`src/rtl/debounce_pkg.sv`:
```
// -----------------------------------------------------------------------------
// debounce_pkg
// Shared constants and helpers for the multi-channel pushbutton debouncer.
//   DEBOUNCE_CYCLES_DEFAULT : default stability window in clk cycles
//   REPEAT_DELAY_DEFAULT    : default hold time before the first auto-repeat
//   REPEAT_PERIOD_DEFAULT   : default spacing of later auto-repeat pulses
//   min_cnt_width()         : smallest counter width w with 2**w >= cycles
// -----------------------------------------------------------------------------
package debounce_pkg;

  localparam int unsigned DEBOUNCE_CYCLES_DEFAULT = 65535;
  localparam int unsigned REPEAT_DELAY_DEFAULT    = 12000000;
  localparam int unsigned REPEAT_PERIOD_DEFAULT   = 3000000;

  // The stability counter only ever reaches cycles-1, so 2**w >= cycles is enough.
  function automatic int unsigned min_cnt_width(input int unsigned cycles);
    int unsigned w;
    w = 1;
    while ((w < 32) && ((64'd1 << w) < 64'(cycles))) begin
      w = w + 1;
    end
    return w;
  endfunction

endpackage

```
`src/rtl/debounce_channel.sv`:
```
// -----------------------------------------------------------------------------
// debounce_channel
// One debounced input: two-flop synchroniser with polarity fold-in, stability
// counter, debounced level, registered press/release pulses and an optional
// typematic auto-repeat pulse (compiled in when DEBOUNCE_REPEAT_EN is defined).
// Ports:
//   clk      : clock, all logic on posedge
//   rst_n    : asynchronous active-low reset
//   button_i : raw asynchronous input, asserted level set by ACTIVE_LOW
//   state_o  : debounced level, 1 = pressed
//   down_o   : one-cycle pulse in the first cycle state_o reads 1
//   up_o     : one-cycle pulse in the first cycle state_o reads 0
//   repeat_o : one-cycle auto-repeat pulse while held (0 without the macro)
// -----------------------------------------------------------------------------
module debounce_channel
  import debounce_pkg::*;
#(
  parameter int unsigned CNT_W           = 16,
  parameter int unsigned DEBOUNCE_CYCLES = DEBOUNCE_CYCLES_DEFAULT,
  parameter int unsigned ACTIVE_LOW      = 1,
  parameter int unsigned REP_W           = 24,
  parameter int unsigned REPEAT_DELAY    = REPEAT_DELAY_DEFAULT,
  parameter int unsigned REPEAT_PERIOD   = REPEAT_PERIOD_DEFAULT
) (
  input  logic clk,
  input  logic rst_n,
  input  logic button_i,
  output logic state_o,
  output logic down_o,
  output logic up_o,
  output logic repeat_o
);

  localparam logic             INV      = (ACTIVE_LOW != 0);
  localparam logic [CNT_W-1:0] CNT_LAST = CNT_W'(DEBOUNCE_CYCLES - 1);

  logic             sync0_q, sync1_q;
  logic             state_q, state_d;
  logic             down_q, up_q;
  logic [CNT_W-1:0] cnt_q, cnt_d;
  logic             idle, toggle;

  always_comb begin
    idle    = (sync1_q == state_q);
    toggle  = !idle && (cnt_q == CNT_LAST);
    state_d = state_q ^ toggle;
    // Any cycle agreeing with the current level restarts the window, and an
    // accepted toggle clears it, so the counter can never wrap.
    if (idle || toggle) begin
      cnt_d = '0;
    end else begin
      cnt_d = cnt_q + CNT_W'(1);
    end
  end

  always_ff @(posedge clk or negedge rst_n) begin
    if (!rst_n) begin
      sync0_q <= 1'b0;
      sync1_q <= 1'b0;
      cnt_q   <= '0;
      state_q <= 1'b0;
      down_q  <= 1'b0;
      up_q    <= 1'b0;
    end else begin
      sync0_q <= button_i ^ INV;
      sync1_q <= sync0_q;
      cnt_q   <= cnt_d;
      state_q <= state_d;
      // Pulses are registered alongside the level so they line up with it.
      down_q  <= toggle && !state_q;
      up_q    <= toggle && state_q;
    end
  end

  assign state_o = state_q;
  assign down_o  = down_q;
  assign up_o    = up_q;

`ifdef DEBOUNCE_REPEAT_EN
  localparam logic [REP_W-1:0] REP_LAST   = REP_W'(REPEAT_DELAY - 1);
  localparam logic [REP_W-1:0] REP_RELOAD = REP_W'(REPEAT_DELAY - REPEAT_PERIOD);

  logic [REP_W-1:0] rep_q, rep_d;
  logic             rep_hit, repeat_q;

  // Counter sits at 0 while released, so it reads 0 in the down-pulse cycle
  // and the first hit lands REPEAT_DELAY cycles after button_down. Reloading
  // to DELAY-PERIOD makes later hits PERIOD apart.
  always_comb begin
    rep_hit = state_q && (rep_q == REP_LAST);
    if (!state_q) begin
      rep_d = '0;
    end else if (rep_hit) begin
      rep_d = REP_RELOAD;
    end else begin
      rep_d = rep_q + REP_W'(1);
    end
  end

  always_ff @(posedge clk or negedge rst_n) begin
    if (!rst_n) begin
      rep_q    <= '0;
      repeat_q <= 1'b0;
    end else begin
      rep_q    <= rep_d;
      // Gating with the next level suppresses a pulse in the button_up cycle.
      repeat_q <= rep_hit && state_d;
    end
  end

  assign repeat_o = repeat_q;
`else
  logic unused_rep;
  assign unused_rep = ^{REP_W, REPEAT_DELAY, REPEAT_PERIOD};
  assign repeat_o   = 1'b0;
`endif

endmodule

```
`src/rtl/debounce_multi.sv`:
```
// -----------------------------------------------------------------------------
// debounce_multi
// N-channel pushbutton debouncer. Each channel is an independent
// debounce_channel; the top only replicates them and ORs the levels.
// Optional auto-repeat is enabled by defining DEBOUNCE_REPEAT_EN.
// Ports:
//   clk           : clock, all logic on posedge
//   rst_n         : asynchronous active-low reset
//   button        : raw asynchronous inputs (NUM_CH), polarity per ACTIVE_LOW
//   button_state  : debounced levels, 1 = pressed
//   button_down   : one-cycle press pulses
//   button_up     : one-cycle release pulses
//   button_repeat : one-cycle auto-repeat pulses (0 without the macro)
//   any_pressed   : OR of button_state
// -----------------------------------------------------------------------------
module debounce_multi
  import debounce_pkg::*;
#(
  parameter int unsigned NUM_CH          = 4,
  parameter int unsigned DEBOUNCE_CYCLES = DEBOUNCE_CYCLES_DEFAULT,
  parameter int unsigned CNT_W           = min_cnt_width(DEBOUNCE_CYCLES),
  parameter int unsigned ACTIVE_LOW      = 1,
  parameter int unsigned REP_W           = 24,
  parameter int unsigned REPEAT_DELAY    = REPEAT_DELAY_DEFAULT,
  parameter int unsigned REPEAT_PERIOD   = REPEAT_PERIOD_DEFAULT
) (
  input  logic              clk,
  input  logic              rst_n,
  input  logic [NUM_CH-1:0] button,
  output logic [NUM_CH-1:0] button_state,
  output logic [NUM_CH-1:0] button_down,
  output logic [NUM_CH-1:0] button_up,
  output logic [NUM_CH-1:0] button_repeat,
  output logic              any_pressed
);

  for (genvar g = 0; g < NUM_CH; g++) begin : g_ch
    debounce_channel #(
      .CNT_W           (CNT_W),
      .DEBOUNCE_CYCLES (DEBOUNCE_CYCLES),
      .ACTIVE_LOW      (ACTIVE_LOW),
      .REP_W           (REP_W),
      .REPEAT_DELAY    (REPEAT_DELAY),
      .REPEAT_PERIOD   (REPEAT_PERIOD)
    ) u_ch (
      .clk      (clk),
      .rst_n    (rst_n),
      .button_i (button[g]),
      .state_o  (button_state[g]),
      .down_o   (button_down[g]),
      .up_o     (button_up[g]),
      .repeat_o (button_repeat[g])
    );
  end

  assign any_pressed = |button_state;

endmodule

```
`config.mk`:
```
export PLATFORM = sky130hd
export DESIGN_NAME = debounce_multi
export DESIGN_NICKNAME = d
export VERILOG_FILES = /design/src/rtl/debounce_pkg.sv /design/src/rtl/debounce_channel.sv /design/src/rtl/debounce_multi.sv
export SDC_FILE = /design/constraint.sdc
export NUM_CORES = 1
export LEC_CHECK = 0
export CAP_MARGIN = 20
export CORE_UTILIZATION = 62
export CTS_BUF_LIST = sky130_fd_sc_hd__clkbuf_4 sky130_fd_sc_hd__clkbuf_8 sky130_fd_sc_hd__clkbuf_16
export CTS_CLUSTER_DIAMETER = 120
export DETAILED_ROUTE_END_ITERATION = 8
export PLACE_DENSITY_LB_ADDON = 0.3
export SETUP_SLACK_MARGIN = 0.4
export SLEW_MARGIN = 25
export SYNTH_ARGS = -nofsm -noshare
export SYNTH_HDL_FRONTEND = slang
export SYNTH_SLANG_ARGS = --single-unit
```
`constraint.sdc`:
```
create_clock -name clk -period 3.2 [get_ports clk]
set_input_delay 0.32 -clock clk [delete_from_list [all_inputs] [get_ports clk]]
set_output_delay 0.32 -clock clk [all_outputs]
set_load 0.01 [all_outputs]
```
==> results.md <==
- Detailed routing placed a total of 245 um of wire on met3.
- The worst-case headroom to the max-slew limit is 51.67%.
- The cell type contributing the most total cell area after synthesis is dfrtp_1.
- The share of synthesized cell area in full adder, half adder and majority cells is 2.543%.
- The total of fill cells in the finished design is 438.
- The power per cell area is 435.1 nW/um^2.
- For this run, the total global-route usage over all layers was measured as 22.18%.
- 23 I/O pins were placed.
- From synthesis to final layout, the design area changed by 7.724%.
- The number of H-tree levels is 3.
- Synthesis produced 380 cells.
- The maximum fanout count along the critical path is 6.
- The area enclosed by the die boundary is 6672 sq um.
- The clock arrives with 10.48 ps of skew.
- The sum of negative setup slack is 0 ps.
- The tool flagged a number of max-cap violations equal to 0.
- Counting cells, the worst reg-to-reg path comes to 4.
- The number of antenna violations at the first check in global routing is 0.
- The fraction of layout instances using a drive strength above 1 is 6.853%.
- For the pin with the worst max-slew slack, the measured transition is 724.9 ps.
- The portion of synthesized area spent on multiplexers is 1.240%.
- Clock tree synthesis found a total of 84 sinks.
- OpenSTA, run right after detailed placement, puts the worst setup slack at 1209 ps.
- The placed instances occupy a cell area of 4064 sq um.
- The classification of the worst-slack hold path is primary input to async pin.
- The first detailed-routing pass ran for 4 iterations.
- At the worst endpoint, the required time is 2880 ps.
- The type of the worst setup path is register to primary output.
- The time the worst path needs with I/O delays and setup is 2154 ps.
- The number of buffers created by CTS is 9.
- The number of instances resized during post-cts repair is 0.
- The initial utilization of the core area, before any placement, comes to 65.32%.
- The run finished, with violations left.
- The final hold violation count is 7.
- The post-cts hold buffer count is 0.
- The post-synthesis share of cell area spent on and, or, nand and nor gates is 23.39%.
- The first global-routing pass estimated 11.12 mm of wire.
- After detailed routing, the number of remaining DRC violations is 0.
- The via count of the first global-routing pass came to 2548.
- The arrival time at the worst endpoint is 1830 ps.
- The count of flip-flops with a built-in enable after synthesis is 0.
- The horizontal extent of the die is 81.68 um.
- Static timing analysis puts the maximum clock frequency at 464.3 MHz.
- Detailed routing inserted a total of 2639 vias.
- After synthesis the cells add up to 3936 sq um.
- The final layout contains routed wiring with a total length of 6.613 mm.
- For this run, the number of Yosys warnings is 0.
- After synthesis, the share of flip-flops with an asynchronous set or reset is 100.0%.
- The number of antenna diodes is 0.
- The library cells used most frequently in the layout, excluding fill and tap cells, are 84 x dfrtp_1, 69 x nor2_1, 40 x xnor2_1.
- Once routing completed, OpenROAD measured the worst setup slack at 1046 ps.
- Summing the areas of all xor and xnor instances in the mapped netlist gives 12.46% of the synthesized area.
- The clock root buffer is clkbuf_8.
- The count of buffers added on input and output ports is 18.
- The final weighted congestion in routability-driven placement is 0.8276.
- In this run the mean area of a mapped cell was 10.36 sq um.
- The total length of routed met2 wires is 3.246 mm.
- Summing the areas of all compound-gate instances in the mapped netlist gives 1.685% of the synthesized area.
- Leaving out fill and tap cells, the most frequent cell in the layout is dfrtp_1.
- At the end of the flow, the number of nets in the layout was 403.
- Dividing the final minimum period by the clock period gives 67.31%.
- The floorplan has 28 rows.
- Dividing the detail-routed via count by the number of cells gives 5.627.
- Setup violations remaining at the end of the flow were counted as 0.
- For this block, wires on met1 add up to 3.058 mm.
- By area, the combinational part of the netlist is dominated by simple AND/OR/NAND/NOR gates.
- The primary flip-flop cell chosen by synthesis mapping is dfrtp_1.
- Summed over its instances, the top area cell type makes up 53.40% of the synthesized netlist area.
- In this run, synthesis produced a sequential element count of 84.
- The area of all placed cells without fillers is 4240 sq um.
- Sequential elements use 53.40% of the synthesized area.
- Setup repair after global routing left no endpoint under its margin.
- The worst-case IR drop observed on VDD is 0.0002763 V.
- The analysis attributes to cell leakage a power of 1.774 nW.
- The slowest library cell on the worst path is or4_1.
- Detailed placement finished with a half-perimeter wire length of 4.448 mm.
- In the post-synthesis netlist, the biggest area contributors are dfrtp_1 53%, xnor2_1 8.9%, nor2_1 6.6%.
- For this run the aggregate overflow at the end of global routing stands at 0.
- The highest routed metal layer is met4.
- Buffers added to address setup during post-CTS repair amount to 0.
- Clock-pin slew was measured on the worst setup and hold paths at 90 ps.
- The sort of element at the start of the critical path is a register.
- The floorplan step set the die height to 81.68 um.
- The critical path goes through or4_1 > clkdlybuf4s50_1.
- The final reports fail on negative hold slack.
- The number of nets with antenna violations after detailed routing is 0.
- The total count of max-transition violations in the final report was 0.
- The delay of the slowest cell on the worst path is 550 ps.
- The number of distinct library cell variants in the gate-level netlist after synthesis is 35.
- The insertion delay to the later sink of the worst-skew pair is 360 ps.
- The iteration-0 DRC count of the detailed router is 115.
- The maximum buffer depth of the clock tree is 2.
- The element type at the critical path end is a primary output.
- The clock tree from TritonCTS is built.
- Entering global routing, the biggest net connects 85 pins.
- On the final layout, the worst hold slack is -17.45 ps.
- The final routed wire length divided by cell count is 14.10 um.
- The area of the core is 6026 sq um.
==> logic make-up (layout without fill, tap and decap cells) <==
family                     count (synthesis)  after routing
AOI/OAI and AO/OA                         10             10
DFF                                       84             84
buffers and inverters                     35             46
and+or+nand+nor                          182            182
adders and majority gates                  8              8
xor gates and xnor gates                  56             56
other                                      1              4
muxes                                      4              4
==> power by group <==
group          switching [mW]  internal [mW]  total, mW
sequential             0.0221           1.08       1.10
clock                   0.384          0.289      0.673
combinational          0.0492         0.0232     0.0724
total                   0.456           1.39       1.85
==> final cells by class <==
type / instances / area [sq um] / share of cell area (%)
multi-input combinational: 264 / 1642 / 38.71
clock buffer: 10 / 131.4 / 3.098
inverter: 11 / 41.29 / 0.9737
tap: 75 / 93.84 / 2.213
sequential: 84 / 2102 / 49.57
timing repair buffer: 19 / 188.9 / 4.456
clock inverter: 6 / 41.29 / 0.9737
==> worst max-delay path: cells and delay by family, from the launching register on <==
family                 cells  cell delay [ps]
AND/OR/NAND/NOR            1              550
buffers and inverters      1              490
flip-flops                 1              440
==> stage by stage <==
stage,total power [mW],util (%),std cells
floorplan,1.160,-,383
global placement,1.191,67.44,453
detailed placement,1.195,67.44,453
CTS,1.862,70.31,469
global route,1.916,70.37,469
finish,1.845,70.37,469
==> registers in the layout, indices dropped and copies added, names as in the netlist, named ones only <==
name               cells
g_ch.u_ch.sync0_q      4
g_ch.u_ch.cnt_q       64
g_ch.u_ch.sync1_q      4
g_ch.u_ch.up_o         4
g_ch.u_ch.down_o       4
==> synthesized netlist by cell type, types with 8 or more instances <==
library cell and number:
buf_4 16, dfrtp_1 84, ha_1 8, inv_1 11
nand2_1 21, nand3_1 20, nand4_1 18, nor2_1 69
nor3_1 15, nor3b_1 8, nor4_1 11, xnor2_1 40
xor2_1 16
==> path summary, 6_finish.rpt <==
kind / start / endpoint / slack (ps)
max: register / any_pressed / 1050
min: rst_n / g_ch[0].u_ch.cnt_q[6]$_DFF_PN0_ / -20
max reg2reg: g_ch[2].u_ch.cnt_q[2]$_DFF_PN0_ / g_ch[2].u_ch.cnt_q[13]$_DFF_PN0_ / 1170
min reg2reg: g_ch[1].u_ch.sync0_q$_DFF_PN0_ / g_ch[1].u_ch.sync1_q$_DFF_PN0_ / 350
max in group asynchronous: rst_n / g_ch[2].u_ch.cnt_q[10]$_DFF_PN0_ / 2710
min in group clk: g_ch[1].u_ch.sync0_q$_DFF_PN0_ / g_ch[1].u_ch.sync1_q$_DFF_PN0_ / 350
==> per-layer routing <==
metal  global-route usage (%)  vias to the layer above
li1                         -                     1283
met1                    27.70                     1295
met2                    37.08                       54
met3                    5.444                        7
met4                    8.772                        0
met5                        0                        -
No activity file was read; power rests on OpenSTA's default activity.
